File: config.mk
export PLATFORM = sky130hd
export DESIGN_NAME = core_loader
export DESIGN_NICKNAME = d
export VERILOG_FILES = /design/src/rtl/core_loader_pkg.sv /design/src/rtl/loader_word_pack.sv /design/src/rtl/core_loader.sv
export SDC_FILE = /design/constraint.sdc
export NUM_CORES = 1
export LEC_CHECK = 0
export BUFFER_PORTS_ARGS = -buffer_cell sky130_fd_sc_hd__buf_2
export CORE_UTILIZATION = 45
export DETAILED_ROUTE_END_ITERATION = 8
export PLACE_DENSITY = 0.7
export SYNTH_ARGS = -nofsm -noshare
export SYNTH_HDL_FRONTEND = slang
export SYNTH_SLANG_ARGS = --single-unit
File: constraint.sdc
create_clock -name clk -period 5.4 [get_ports clk]
set_input_delay 0.81 -clock clk [delete_from_list [all_inputs] [get_ports clk]]
set_output_delay 0.81 -clock clk [all_outputs]
set_load 0.1 [all_outputs]
File: src/rtl/core_loader_pkg.sv
// Shared types and constants for the boot-time program loader.
// Imported by the loader FSM and its byte-packing helper.
package core_loader_pkg;

  localparam int HDR_W          = 16;
  localparam int BYTES_PER_WORD = 4;

  typedef enum logic [2:0] {
    S_IDLE,
    S_HDR0,
    S_HDR1,
    S_DATA,
    S_WRITE,
    S_DONE,
    S_ERR
  } state_e;

endpackage

File: src/rtl/loader_word_pack.sv
// Little-endian byte-to-word packer: the first byte
// shifted in ends up in bits 7:0 of the word.
module loader_word_pack
  import core_loader_pkg::*;
#(
  parameter int MEM_WIDTH = 32
) (
  input  logic                 clk,
  input  logic                 rst_n,
  input  logic                 clear_i,
  input  logic                 byte_en_i,
  input  logic [7:0]           byte_i,
  output logic [MEM_WIDTH-1:0] word_o,
  output logic                 word_full_o
);

  localparam int LW = $clog2(BYTES_PER_WORD);
  localparam logic [LW-1:0] LAST = LW'(BYTES_PER_WORD - 1);

  logic [LW-1:0]        lane_q, lane_d;
  logic [MEM_WIDTH-1:0] sh_q, sh_d;

  // High when the byte being accepted completes a word.
  assign word_full_o = byte_en_i && (lane_q == LAST);
  assign word_o      = sh_q;

  always_comb begin
    lane_d = lane_q;
    sh_d   = sh_q;
    if (clear_i) begin
      lane_d = '0;
      sh_d   = '0;
    end else if (byte_en_i) begin
      lane_d = lane_q + 1'b1;
      sh_d   = {byte_i, sh_q[MEM_WIDTH-1:8]};
    end
  end

  always_ff @(posedge clk or negedge rst_n) begin
    if (!rst_n) begin
      lane_q <= '0;
      sh_q   <= '0;
    end else begin
      lane_q <= lane_d;
      sh_q   <= sh_d;
    end
  end

endmodule

File: src/rtl/core_loader.sv
// Streams a length-prefixed program into instruction
// memory and holds the core in reset until it is loaded.
module core_loader
  import core_loader_pkg::*;
#(
  parameter int MEM_WIDTH = 32,
  parameter int MEM_SIZE  = 256
) (
  input  logic                 clk,
  input  logic                 reset,
  input  logic                 start,
  input  logic                 byte_valid,
  input  logic [7:0]           byte_data,
  output logic                 byte_ready,
  output logic [31:0]          mem_addr,
  output logic                 mem_write_en,
  output logic [MEM_WIDTH-1:0] mem_write_val,
  output logic                 core_reset,
  output logic                 busy,
  output logic                 done,
  output logic                 error,
  output logic [15:0]          word_cnt
);

  localparam logic [HDR_W:0] MAX_N = (HDR_W+1)'(MEM_SIZE);

  state_e           state_q, state_d;
  logic [HDR_W-1:0] n_q, n_d;
  logic [15:0]      word_cnt_q, word_cnt_d;
  logic             xfer, pack_clr, pack_en, word_full;

  assign xfer    = byte_valid && byte_ready;
  assign pack_en = xfer && (state_q == S_DATA);

  loader_word_pack #(
    .MEM_WIDTH(MEM_WIDTH)
  ) u_pack (
    .clk        (clk),
    .rst_n      (reset),
    .clear_i    (pack_clr),
    .byte_en_i  (pack_en),
    .byte_i     (byte_data),
    .word_o     (mem_write_val),
    .word_full_o(word_full)
  );

  always_ff @(posedge clk or negedge reset) begin
    if (!reset) begin
      state_q    <= S_IDLE;
      n_q        <= '0;
      word_cnt_q <= '0;
    end else begin
      state_q    <= state_d;
      n_q        <= n_d;
      word_cnt_q <= word_cnt_d;
    end
  end

  always_comb begin
    state_d    = state_q;
    n_d        = n_q;
    word_cnt_d = word_cnt_q;
    pack_clr   = 1'b0;
    unique case (state_q)
      S_IDLE, S_DONE, S_ERR: begin
        if (start) begin
          state_d    = S_HDR0;
          word_cnt_d = '0;
          pack_clr   = 1'b1;
        end
      end
      S_HDR0: begin
        if (xfer) begin
          n_d[7:0] = byte_data;
          state_d  = S_HDR1;
        end
      end
      S_HDR1: begin
        if (xfer) begin
          n_d[15:8] = byte_data;
          if (n_d == '0)
            state_d = S_DONE;
          else if ({1'b0, n_d} > MAX_N)
            state_d = S_ERR;
          else
            state_d = S_DATA;
        end
      end
      S_DATA: begin
        if (word_full) state_d = S_WRITE;
      end
      S_WRITE: begin
        word_cnt_d = word_cnt_q + 16'd1;
        state_d    = (word_cnt_d == n_q) ? S_DONE : S_DATA;
      end
      default: state_d = S_IDLE;
    endcase
  end

  always_comb begin
    byte_ready   = 1'b0;
    mem_write_en = 1'b0;
    busy         = 1'b0;
    done         = 1'b0;
    error        = 1'b0;
    core_reset   = 1'b1;
    unique case (state_q)
      S_HDR0, S_HDR1, S_DATA: begin
        byte_ready = 1'b1;
        busy       = 1'b1;
      end
      S_WRITE: begin
        mem_write_en = 1'b1;
        busy         = 1'b1;
      end
      S_DONE: begin
        done       = 1'b1;
        core_reset = 1'b0;
      end
      S_ERR:   error = 1'b1;
      default: ;
    endcase
  end

  assign word_cnt = word_cnt_q;
  assign mem_addr = {14'd0, word_cnt_q, 2'b00};

endmodule
Word level (Yosys, flattened, before mapping)
Index checks and enable logic that the tools add are counted.
{"block": "word_totals", "ff_bits": 69, "latch_bits": 0, "ram_bits": 0, "romBits": 0, "inputBits": 12, "out_inout_bits": 86, "word_cells": 57, "mem_count": 0}
{"block": "classes", "addsub": 2, "mul": 0, "n_div": 0, "n_lt_le_gt_ge": 1, "n_eq_ne": 12, "shifts": 0, "n_mux": 22, "bitwise_logic": 0, "reduce_logical": 14}
{"cell": "two-way mux 32 bit", "n": 2}
{"cell": "case mux 16 bit (2 select lines)", "n": 1}
{"cell": "two-way mux 3 bit", "n": 7}
{"cell": "adder 16 x 1 -> 16 bit, second input constant", "n": 1}
{"cell": "equality test 16 bit", "n": 1}
{"cell": "> comparator 16 x 9 -> 1 bit, second input constant", "n": 1}
{"cell": "logical NOT 16 bit", "n": 1}
{"cell": "two-way mux 16 bit", "n": 1}
{"cell": "case mux 3 bit (5 select lines)", "n": 1}
{"cell": "equality test 3 bit, second input constant", "n": 3}
{"cell": "two-way mux 1 bit", "n": 8}
{"cell": "equality test 3 x 2 -> 1 bit, second input constant", "n": 2}
{"cell": "inequality test 2 bit, second input constant", "n": 3}
{"cell": "AND reduction 2 bit", "n": 3}
{"cell": "OR reduction 3 bit", "n": 2}
{"cell": "two-way mux 2 bit", "n": 2}
{"cell": "AND reduction 4 bit", "n": 1}
{"cell": "nonzero test 2 bit", "n": 2}
{"cell": "OR reduction 4 bit", "n": 1}
{"cell": "equality test 3 x 1 -> 1 bit, second input constant", "n": 1}
{"cell": "logical AND 1 bit", "n": 3}
{"cell": "logical NOT 3 bit", "n": 1}
{"cell": "adder 2 x 1 -> 2 bit, second input constant", "n": 1}
{"cell": "equality test 2 bit, second input constant", "n": 1}
{"cell": "inequality test 2 x 1 -> 1 bit, second input constant", "n": 1}

Logic depth before layout (Yosys ltp)
{"block": "logic_depth", "depth_word": 8, "ltp_mapped": 9, "mapped_depth_nobuf": 7}

Modules after synthesis
From an unflattened synthesis, not the netlist that was laid out.
{"block": "unflattened", "hier_cells": 395, "area_unflattened_um2": 3895.0}
{"module": "core_loader", "instances": 1, "cells_each": 283, "area_per_inst_um2": 2467.4, "seq_area_each_um2": 875.8}
{"module": "loader_word_pack", "instances": 1, "cells_each": 112, "area_per_inst_um2": 1427.6, "seq_area_each_um2": 850.8}

Worst setup path after synthesis
No wires, ideal clock.
{"block": "synth_timing", "kind": "register to output", "startpoint": "register state_q[1]", "endpoint": "output error", "arrival_ns": 2.919, "setup_slack_ns": 1.671, "stages_incl_launch_ff": 4, "path_buffers": 1, "cell_sequence": "dfrtp_1 clkbuf_1 inv_1 nor3b_1"}
{"block": "synth_between", "elab_chain_len": 2}
{"element": "start: declaration", "line_no": "core_loader.sv:27", "text": "state_e state_q, state_d;"}
{"element": "start signal: assignment", "line_no": "core_loader.sv:53", "text": "state_q <= state_d;"}
{"element": "equality test 3 bit", "line_no": "core_loader.sv:107", "text": "unique case (state_q)"}
{"element": "two-way mux 1 bit", "line_no": "core_loader.sv:107"}
{"element": "end: declaration", "line_no": "core_loader.sv:21", "text": "output logic error,"}
Every way passes these cells.

Final worst setup path
{"block": "layout_timing", "startpoint": "register state_q[0]", "endpoint": "output mem_write_en"}
{"block": "layout_between", "elab_chain_len": 2}
{"element": "equality test 3 bit", "line_no": "core_loader.sv:107"}
{"element": "two-way mux 1 bit", "line_no": "core_loader.sv:107"}
{"element": "end: declaration", "line_no": "core_loader.sv:16", "text": "output logic mem_write_en,"}
Every way passes these cells.

==> qor.log <==
[global_routing] vias in the first global route 2,803
[floorplan] number of rows created at floorplan 33
[yosys] xor/xnor cell area share of the yosys netlist 5.99%
[final_layout] most common cell after layout, fill and taps aside sky130_fd_sc_hd__nand2_1
[clocking] CTS Root Cell sky130_fd_sc_hd__clkbuf_8
[floorplan] IO Count 98
[job] maximum capacitance violations 0
[floorplan] area of the placeable core 8180 sq um
[placed_design] Post-DP HPWL 5710 um
[timing] post-route fraction of the period consumed by the critical path 64.7%
[final_layout] layout overhead on the synthesized area 13.7%
[placed_design] quantity of I/O buffers inserted on ports 81
[power_and_ir_drop] static leakage power 2.08 nW
[global_routing] pin count of the biggest net entering global routing 70
[power_and_ir_drop] clock share of power 19.2%
[timing] final-report hold violation count 0
[yosys] area share of and/or/nand/nor cells after synthesis 20.1%
[routing] total iterations of the first detailed-routing run 5
[clocking] Clock Latency Late Sink 350 ps
[power_and_ir_drop] largest vdd supply drop 0.252 mV
[timing] worst clock skew 14.0 ps
[placed_design] routability-driven placement congestion ratio 0.849
[critical_path] destination of the worst register-to-register timing path word_cnt[5]
[yosys] count of distinct cell types in the synthesized netlist 45
[power_and_ir_drop] net switching fraction of the power 52.3%
[power_and_ir_drop] sequential group share of total power 30.2%
[routing] post-DR vias/cell 5.30
[yosys] syn_area_per_cell 9.18 sq um
[timing] Highest Clock Rate 286 MHz
[yosys] share of flip-flops with an asynchronous set or reset after synthesis 100%
[routing] post-detailed-routing wire length 8370 um
[clocking] # resized after CTS 0
[placed_design] number of placed instances, taps included 563
[routing] residual antenna-violating net count after detailed routing 0
[timing] RSZ-0062 raised after global routing false
[power_and_ir_drop] Comb power frac 50.7%
[global_routing] antenna violations before repair 0
[critical_path] crit path to mem_write_en
[critical_path] Crit path arrival time 2680 ps
[floorplan] floorplan die width 93.9 um
[clocking] CTS sink count 69
[clocking] hold-fix buffers at CTS 0
[critical_path] endpoint class of the critical path primary output
[timing] count of final setup violators 0
[yosys] Synth Cell Area 3800 sq um
[power_and_ir_drop] post-layout total power 2.65 mW
[power_and_ir_drop] net switching component of the power 1.38 mW
[clocking] clock tree from TritonCTS yes
[critical_path] largest fanout of any net on the critical path 20
[clocking] number of H-tree levels 3
[power_and_ir_drop] power per cell area 612 nW/um^2
[critical_path] CP Launch Point state_q[0]
[timing] worst max-slew margin expressed relative to the limit 15.2%
[power_and_ir_drop] internal power 1.26 mW
[final_layout] Final #Nets 483
[floorplan] starting utilization of the core area 46.5%
[yosys] area share of fa/ha/maj cells after synthesis 0.659%
[yosys] Primary FF master, synth sky130_fd_sc_hd__dfrtp_1
[final_layout] final instance count without filler cells 578
[yosys] combinational family with the most area after synthesis simple AND/OR/NAND/NOR gates
[critical_path] cell type of the slowest stage on the worst timing path sky130_fd_sc_hd__dfrtp_1
[timing] pins over their slew limit 0
[floorplan] die height 93.9 um
[clocking] clock-pin slew on the worst setup and hold paths 80 ps
[critical_path] maximum cell stage delay along the critical path 520 ps
[final_layout] number of inserted diodes 0
[critical_path] number of cells traversed by the worst register-to-register path 6
[final_layout] commonest cells after routing, fill and taps aside sky130_fd_sc_hd__nand2_1, sky130_fd_sc_hd__buf_2, sky130_fd_sc_hd__dfrtp_1
[routing] average routed wire per standard cell 14.5 um
[critical_path] nature of the critical path startpoint flop
[status] run status complete, no violations
[global_routing] total global-route track usage 19.9%
[timing] Worst Max-Slew Pin Slew 1270 ps
[critical_path] worst path cell trace nor2_1 > nand2_1 > inv_1 > buf_2
[yosys] post-synthesis sequential area ratio 45.4%
[global_routing] remaining global-route overflow 0
[routing] DR iter-0 viols 207
[yosys] number of enable-type register cells in the synthesized netlist 0
[timing] final sum of negative setup slack 0 ps
[critical_path] Req. time, crit path 4590 ps
[yosys] Yosys warning total 0
[floorplan] Die Outline Area 8820 sq um
[worst_hold_path] worst hold path type flop to flop
[yosys] mux share of post-synthesis cell area 4.74%
[clocking] cts bufs inserted 9
[routing] drt drc 0
[final_layout] fraction of final layout cells sized beyond drive strength 1 27.1%
[yosys] synthesis-stage register bit count 69
[yosys] Mapped Cells 414
[critical_path] worst reg2reg setup slack 2510 ps
[critical_path] worst setup path category flop to primary output
[critical_path] startpoint of the worst register-to-register path state_q[0]
[clocking] clock tree buffer depth 2
[yosys] synthesized-area fraction occupied by ao, oa, aoi and oai cells 13.5%
[timing] min Tclk post-route 3490 ps
[clocking] number of post-CTS setup repair buffers 0
[global_routing] global-route wire length before repair 13,700 um
[routing] via count of the routed design 3,062
## metrics by stage
stage	hold WS, ps	cell area, sq um	utilization, %	setup WS, ps
after floorplan	501	3860	-	1670
after global placement	507	4090	50.0	2400
after detailed placement	511	4090	50.0	2320
after CTS	522	4320	52.9	1930
after global routing	555	4320	52.9	1650
final	522	4320	52.9	1910
## cells by family after synthesis
logic type	Yosys count
buffers and inverters	62
adders and majority gates	2
AOI/OAI and AO/OA	85
DFF	69
other	1
xor gates and xnor gates	26
muxes	16
and+or+nand+nor	153
## power groups by stage
| stage | logic (mW) | registers, mW | clock network [mW] |
|---|---|---|---|
| after detailed placement | 1.34 | 0.808 | 0 |
| final | 1.34 | 0.798 | 0.507 |
| after CTS | 1.34 | 0.798 | 0.513 |
| after floorplan | 0.788 | 1.15 | 0 |
| after global routing | 1.42 | 0.821 | 0.536 |
| after global placement | 1.33 | 0.801 | 0 |
## how the worst min path moves through the flow
stage	from	to	slack (ps)	cells after the start
floorplan	n_q[10]	n_q[10]	500	1
global placement	u_pack.word_o[1]	u_pack.word_o[1]	510	2
detailed placement	u_pack.word_o[3]	u_pack.word_o[3]	510	2
CTS	u_pack.word_o[3]	u_pack.word_o[3]	520	2
global route	u_pack.word_o[4]	u_pack.word_o[4]	550	2
finish	u_pack.word_o[3]	u_pack.word_o[3]	520	2
## synth_stat cells (5+ instances only)
master	n	area share (%)
sky130_fd_sc_hd__clkbuf_1	20	2.0
sky130_fd_sc_hd__o31ai_1	7	1.4
sky130_fd_sc_hd__nor4_1	5	0.82
sky130_fd_sc_hd__a31oi_1	5	0.82
sky130_fd_sc_hd__dfrtp_1	69	45
sky130_fd_sc_hd__xnor2_1	14	3.2
sky130_fd_sc_hd__nor3_1	9	1.2
sky130_fd_sc_hd__a21oi_1	39	5.1
sky130_fd_sc_hd__nand2_1	86	8.5
sky130_fd_sc_hd__buf_4	34	6.7
sky130_fd_sc_hd__xor2_1	12	2.8
sky130_fd_sc_hd__nor2_1	18	1.8
sky130_fd_sc_hd__o21ai_0	23	3.0
sky130_fd_sc_hd__inv_1	6	0.59
sky130_fd_sc_hd__mux2_2	16	4.7
## critical path: cells and delay by family (launching register included)
kind,cells,cell delay [ps]
buf+inv,2,1020
flops,1,520
simple gates,2,780
## sequential cells by signal, summed over array words and instances, names as in the netlist
register       count
state_q            3
word_cnt          16
u_pack.lane_q      2
n_q               16
u_pack.word_o     32
## routing by layer
| layer | vias to the layer above | wire [um] | GRT usage, % |
|---|---|---|---|
| met5 | - | 0 | 0 |
| met4 | 0 | 125 | 7.82 |
| met3 | 12 | 363 | 3.80 |
| met2 | 79 | 4180 | 32.2 |
| met1 | 1494 | 3700 | 26.4 |
| li1 | 1477 | - | - |
## final cells by class
type	count	area, sq um
fillers	764	3850
repair buffers	85	435
well taps	105	131
clock inverters	6	111
flip-flops and latches	69	1730
inverters	6	22.5
multi-input cells	298	1770
clock buffers	9	124
Power figures use the tool's default switching activity.
